==> src/rtl/sargantana_icache_pkg.sv <==
// Shared types and default geometry for the instruction-cache set RAM controller.
package sargantana_icache_pkg;

  localparam int unsigned ICACHE_DEPTH_DEFAULT = 64;
  localparam int unsigned ADDR_WIDHT_DEFAULT   = 6;
  localparam int unsigned SET_WIDHT_DEFAULT    = 256;
  localparam int unsigned N_WAYS_DEFAULT       = 4;

  typedef enum logic {
    SWEEP,
    IDLE
  } ctrl_state_t;

endpackage

==> src/rtl/sargantana_icache_ram_ctrl.sv <==
// Fixed-priority sequencer for the shared set RAM port: zero-fill sweep, refill write, lookup read.
module sargantana_icache_ram_ctrl
  import sargantana_icache_pkg::*;
#(
  parameter int unsigned ICACHE_DEPTH = ICACHE_DEPTH_DEFAULT,
  parameter int unsigned SET_WIDHT    = SET_WIDHT_DEFAULT,
  parameter int unsigned ADDR_WIDHT   = ADDR_WIDHT_DEFAULT,
  parameter int unsigned N_WAYS       = N_WAYS_DEFAULT
) (
  input  logic                  clk_i,
  input  logic                  rst_i,
  input  logic                  lookup_req_i,
  input  logic [ADDR_WIDHT-1:0] lookup_addr_i,
  output logic                  lookup_ready_o,
  output logic                  lookup_valid_o,
  input  logic                  refill_req_i,
  input  logic [N_WAYS-1:0]     refill_way_i,
  input  logic [ADDR_WIDHT-1:0] refill_addr_i,
  input  logic [SET_WIDHT-1:0]  refill_data_i,
  output logic                  refill_ack_o,
  input  logic                  flush_i,
  output logic                  flush_busy_o,
  output logic [N_WAYS-1:0]     ram_req_o,
  output logic                  ram_we_o,
  output logic [ADDR_WIDHT-1:0] ram_addr_o,
  output logic [SET_WIDHT-1:0]  ram_data_o
);

  localparam logic [ADDR_WIDHT-1:0] LAST_INDEX = ADDR_WIDHT'(ICACHE_DEPTH - 1);

  ctrl_state_t           state_q, state_d;
  logic [ADDR_WIDHT-1:0] sweep_cnt_q, sweep_cnt_d;
  logic                  lookup_valid_q;
  logic                  flush_busy_q;

  always_ff @(posedge clk_i or posedge rst_i) begin
    if (rst_i) begin
      state_q        <= SWEEP;
      sweep_cnt_q    <= '0;
      lookup_valid_q <= 1'b0;
      flush_busy_q   <= 1'b1;
    end else begin
      state_q        <= state_d;
      sweep_cnt_q    <= sweep_cnt_d;
      // RAM data_o appears one cycle after the read is granted.
      lookup_valid_q <= lookup_req_i & lookup_ready_o;
      flush_busy_q   <= (state_d == SWEEP);
    end
  end

  always_comb begin
    state_d        = state_q;
    sweep_cnt_d    = sweep_cnt_q;
    ram_req_o      = '0;
    ram_we_o       = 1'b0;
    ram_addr_o     = '0;
    ram_data_o     = '0;
    lookup_ready_o = 1'b0;
    refill_ack_o   = 1'b0;

    case (state_q)
      SWEEP: begin
        ram_req_o  = '1;
        ram_we_o   = 1'b1;
        ram_addr_o = sweep_cnt_q;
        if (sweep_cnt_q == LAST_INDEX) begin
          sweep_cnt_d = '0;
          state_d     = IDLE;
        end else begin
          sweep_cnt_d = sweep_cnt_q + 1'b1;
        end
      end

      IDLE: begin
        if (flush_i) begin
          state_d = SWEEP;
        end else if (refill_req_i) begin
          ram_req_o    = refill_way_i;
          ram_we_o     = 1'b1;
          ram_addr_o   = refill_addr_i;
          ram_data_o   = refill_data_i;
          refill_ack_o = 1'b1;
        end else if (lookup_req_i) begin
          ram_req_o      = '1;
          ram_addr_o     = lookup_addr_i;
          lookup_ready_o = 1'b1;
        end
      end

      default: state_d = SWEEP;
    endcase
  end

  assign lookup_valid_o = lookup_valid_q;
  assign flush_busy_o   = flush_busy_q;

endmodule

==> config.mk <==
export PLATFORM = sky130hd
export DESIGN_NAME = sargantana_icache_ram_ctrl
export DESIGN_NICKNAME = d
export VERILOG_FILES = /design/src/rtl/sargantana_icache_pkg.sv /design/src/rtl/sargantana_icache_ram_ctrl.sv
export SDC_FILE = /design/constraint.sdc
export NUM_CORES = 1
export LEC_CHECK = 0
export BUFFER_PORTS_ARGS = -buffer_cell sky130_fd_sc_hd__clkbuf_2
export CAP_MARGIN = 10
export CORE_AREA = 2 2 214 216
export CTS_CLUSTER_SIZE = 12
export DETAILED_ROUTE_END_ITERATION = 7
export DIE_AREA = 0 0 216 218
export PLACE_DENSITY = 0.37
export SYNTH_ARGS = -nofsm -noshare
export SYNTH_HDL_FRONTEND = slang
export SYNTH_SLANG_ARGS = --single-unit
==> constraint.sdc <==
create_clock -name clk_i -period 1.55 [get_ports clk_i]
set_input_delay 0.155 -clock clk_i [delete_from_list [all_inputs] [get_ports clk_i]]
set_output_delay 0.155 -clock clk_i [all_outputs]
set_load 0.1 [all_outputs]
==> flow_metrics.py <==
metrics = {
    "cells_and_area": {
        "layout.area.seq_um2": 226,
        "area_delta_synth_final_pct": 360,
        "postLayoutCellArea_um2": 10700,
        "multi_input_area_um2": 2420,
        "final_cell_mix": "277 x clkbuf_2, 274 x buf_12, 184 x and2_2",
        "finalCoreUtilization": 0.239,
        "post_route_cells_drive_above_1_share": 0.952,
        "final_common_cell": "clkbuf_2",
        "nFillCells": 4847,
        "finalNetCount": 1182,
    },
    "worst_setup_path": {
        "startpoint_type": "flop",
        "worstSetupPathType": "reg -> out",
        "arrival_ps": 1640,
        "cp-end-kind": "output port",
        "crit_path_max_incr_delay_ps": 390,
        "cpMostUsedCell": "buf_12",
        "crit_fanout": 13,
        "cp_cell_sequence": "and3b_4 > buf_12 > buf_4 > a22oi_2 > o21ai_4 > buf_12",
        "crit_required_ps": 1390,
        "cpMaxStageDelayCell": "dfrtp_1",
    },
    "timing": {
        "layout_worst_path_cycle_share": 1.16,
        "finClkSkew_ps": 2.18,
        "hold_viol": 0,
        "slew_viol_final": 0,
        "max_freq_mhz": 556,
        "setup_violations": 259,
        "tightest_slew_ps": 554,
        "rsz0062_at_grt": "true",
        "min_period_ps": 1800,
        "max_slew_margin": 0.632,
        "hold-worst-slack_ps": 308,
        "setup_ws_ps": -249,
    },
    "yosys": {
        "yosysSeqAreaShare": 0.0972,
        "async_flop_share": 1.00,
        "yosys_warnings": 0,
        "synthesis.area_per_instance_um2": 6.66,
        "yosysUniqueCellTypes": 27,
        "syn-cell-area_um2": 2330,
        "synth_fp_nets": 628,
        "netlist_instances": 350,
        "synth_edf_count": 0,
        "ys_seq_elements": 9,
        "synth_ff_type": "dfrtp_1",
    },
    "floorplan": {
        "ios": 548,
        "die_h_um": 218,
        "coreArea_um2": 44900,
        "die_x_um": 216,
        "initial_core_util": 0.0519,
        "row_count": 78,
        "die_area_um2": 47100,
    },
    "min_path": {
        "holdCritPathClass": "in -> reg",
    },
    "grt": {
        "antenna_found_initial": 10,
        "grt_pass1_vias": 4633,
        "gr-usage-all-layers": 0.0912,
        "grt_max_degree": 44,
        "grt_pass1_wl_um": 32100,
        "grt_remaining_overflow": 0,
    },
    "clocking": {
        "clockRootBuffer": "clkbuf_16",
        "cts_tree": "built",
        "cts_buffers": 3,
        "clock_path_buffers": 2,
        "clock_latency_ps": 240,
        "clk_pin_slew_worst_paths_ps": 40,
        "cts_htree_levels": 1,
        "cts.sinks": 9,
    },
    "routing": {
        "drtPass1Iterations": 4,
        "antenna_left": 0,
        "viasPerCell": 3.00,
        "vias": 4510,
        "drt_iter0_drc": 71,
        "totalWireLength_um": 23900,
        "wire_per_inst_um": 15.9,
        "drcViolationCount": 0,
    },
    "placed_design": {
        "dp_hpwl_um": 21800,
        "pre_cts_slack_ps": -59.0,
        "io_buffers": 547,
        "gp_congestion": 0.820,
        "postPlaceCellArea_um2": 10400,
    },
    "power_and_ir_drop": {
        "ir_drop_v": 0.000244,
        "p_total_mw": 1.10,
        "leakagePower_nw": 4.89,
        "powerDensity_nw_per_um2": 103,
    },
    "outcome": {
        "violations": "setup timing",
        "outcome": "finished with violations",
    },
    "run": {
        "maxCapViolCount": 0,
    },
}
-- cells by family (layout without fill, tap and decap cells) --
group | after synthesis | in the layout | synth area share
and+or+nand+nor | 272 | 272 | 0.735
buffers and inverters | 40 | 593 | 0.0843
AOI/OAI and AO/OA | 24 | 24 | 0.0623
DFF | 9 | 9 | 0.0972
xor gates and xnor gates | 3 | 3 | 0.0113
adders and majority gates | 1 | 1 | 0.00537
muxes | 1 | 1 | 0.00483
other | 0 | 2 | 0
-- layout make-up --
class                           instances  area share
Tap cell                              600      0.0700
Antenna cell                            2    0.000467
Timing Repair Buffer                  582       0.673
Inverter                                7     0.00245
Sequential cell                         9      0.0211
Multi-Input combinational cell        301       0.226
Clock buffer                            4     0.00735
-- layer usage --
| layer | global-route usage | vias to the layer above | part of all wire |
|---|---|---|---|
| li1 | - | 2171 | - |
| met1 | 0.104 | 2046 | 0.38 |
| met2 | 0.174 | 271 | 0.53 |
| met3 | 0.0223 | 20 | 0.076 |
| met4 | 0.0142 | 2 | 0.011 |
| met5 | 0 | - | 0.00067 |
-- cell usage after synthesis (all sizes together) (2+ instances only) --
cell | n | area (µm²)
and2 | 256 | 1600
a22oi | 4 | 30.0
o21ai | 10 | 50.1
and4bb | 2 | 25.0
nor2b | 5 | 31.3
inv | 7 | 26.3
a221o | 2 | 20.0
clkbuf | 19 | 81.3
xnor2 | 2 | 17.5
nand4b | 2 | 17.5
dfrtp | 8 | 200
nor3 | 2 | 10.0
a21oi | 6 | 30.0
buf | 14 | 88.8
-- final timing paths --
check                                    start        endpoint  slack (ps)  cells after the start
worst max register to register         state_q  sweep_cnt_q[4]         260                      5
worst min-delay path              lookup_req_i  lookup_valid_o         310                      2
worst min register to register  sweep_cnt_q[5]  sweep_cnt_q[5]         520                      1
max in group asynchronous                rst_i    flush_busy_o         800                      3
min in group asynchronous                rst_i  sweep_cnt_q[2]         440                      3
worst max-delay path                   state_q   ram_addr_o[4]        -250                      6
-- critical path, delay by kind of cell (launching register included) --
family	cells	cell delay (ps)
simple gates	1	220
compound gates	2	320
flops	1	390
buf+inv	3	470
-- registers in the layout, summed over array words and instances, names as in the netlist --
register,cells
sweep_cnt_q,6
state_q,1
lookup_valid_o,1
flush_busy_o,1
-- metrics by stage --
stage	setup TNS, ps	instances
after floorplan	-4140	350
after global placement	-79.7	1489
after detailed placement	-375	1489
after CTS	-49100	1495
after global routing	-64610	1505
final	-41890	1505
-- where the power goes --
part           total (mW)  leakage, nW  internal [mW]  switching [mW]
clock network       0.469       0.0382          0.345           0.124
logic               0.399         4.75          0.260           0.138
registers           0.236        0.108          0.236               0
total                1.10         4.89          0.841           0.262
-- timing repair --
action / CTS / global route
gates cloned: 0 / 4
endpoints found under the setup margin: 262 / 262
resized for setup: 3 / 72
endpoints found under the hold margin: 8 / 0
hold buffers: 1 / 0
buffers inserted: 1 / 4
pin swaps: 4 / 2
(Power assumes the default switching activity.)
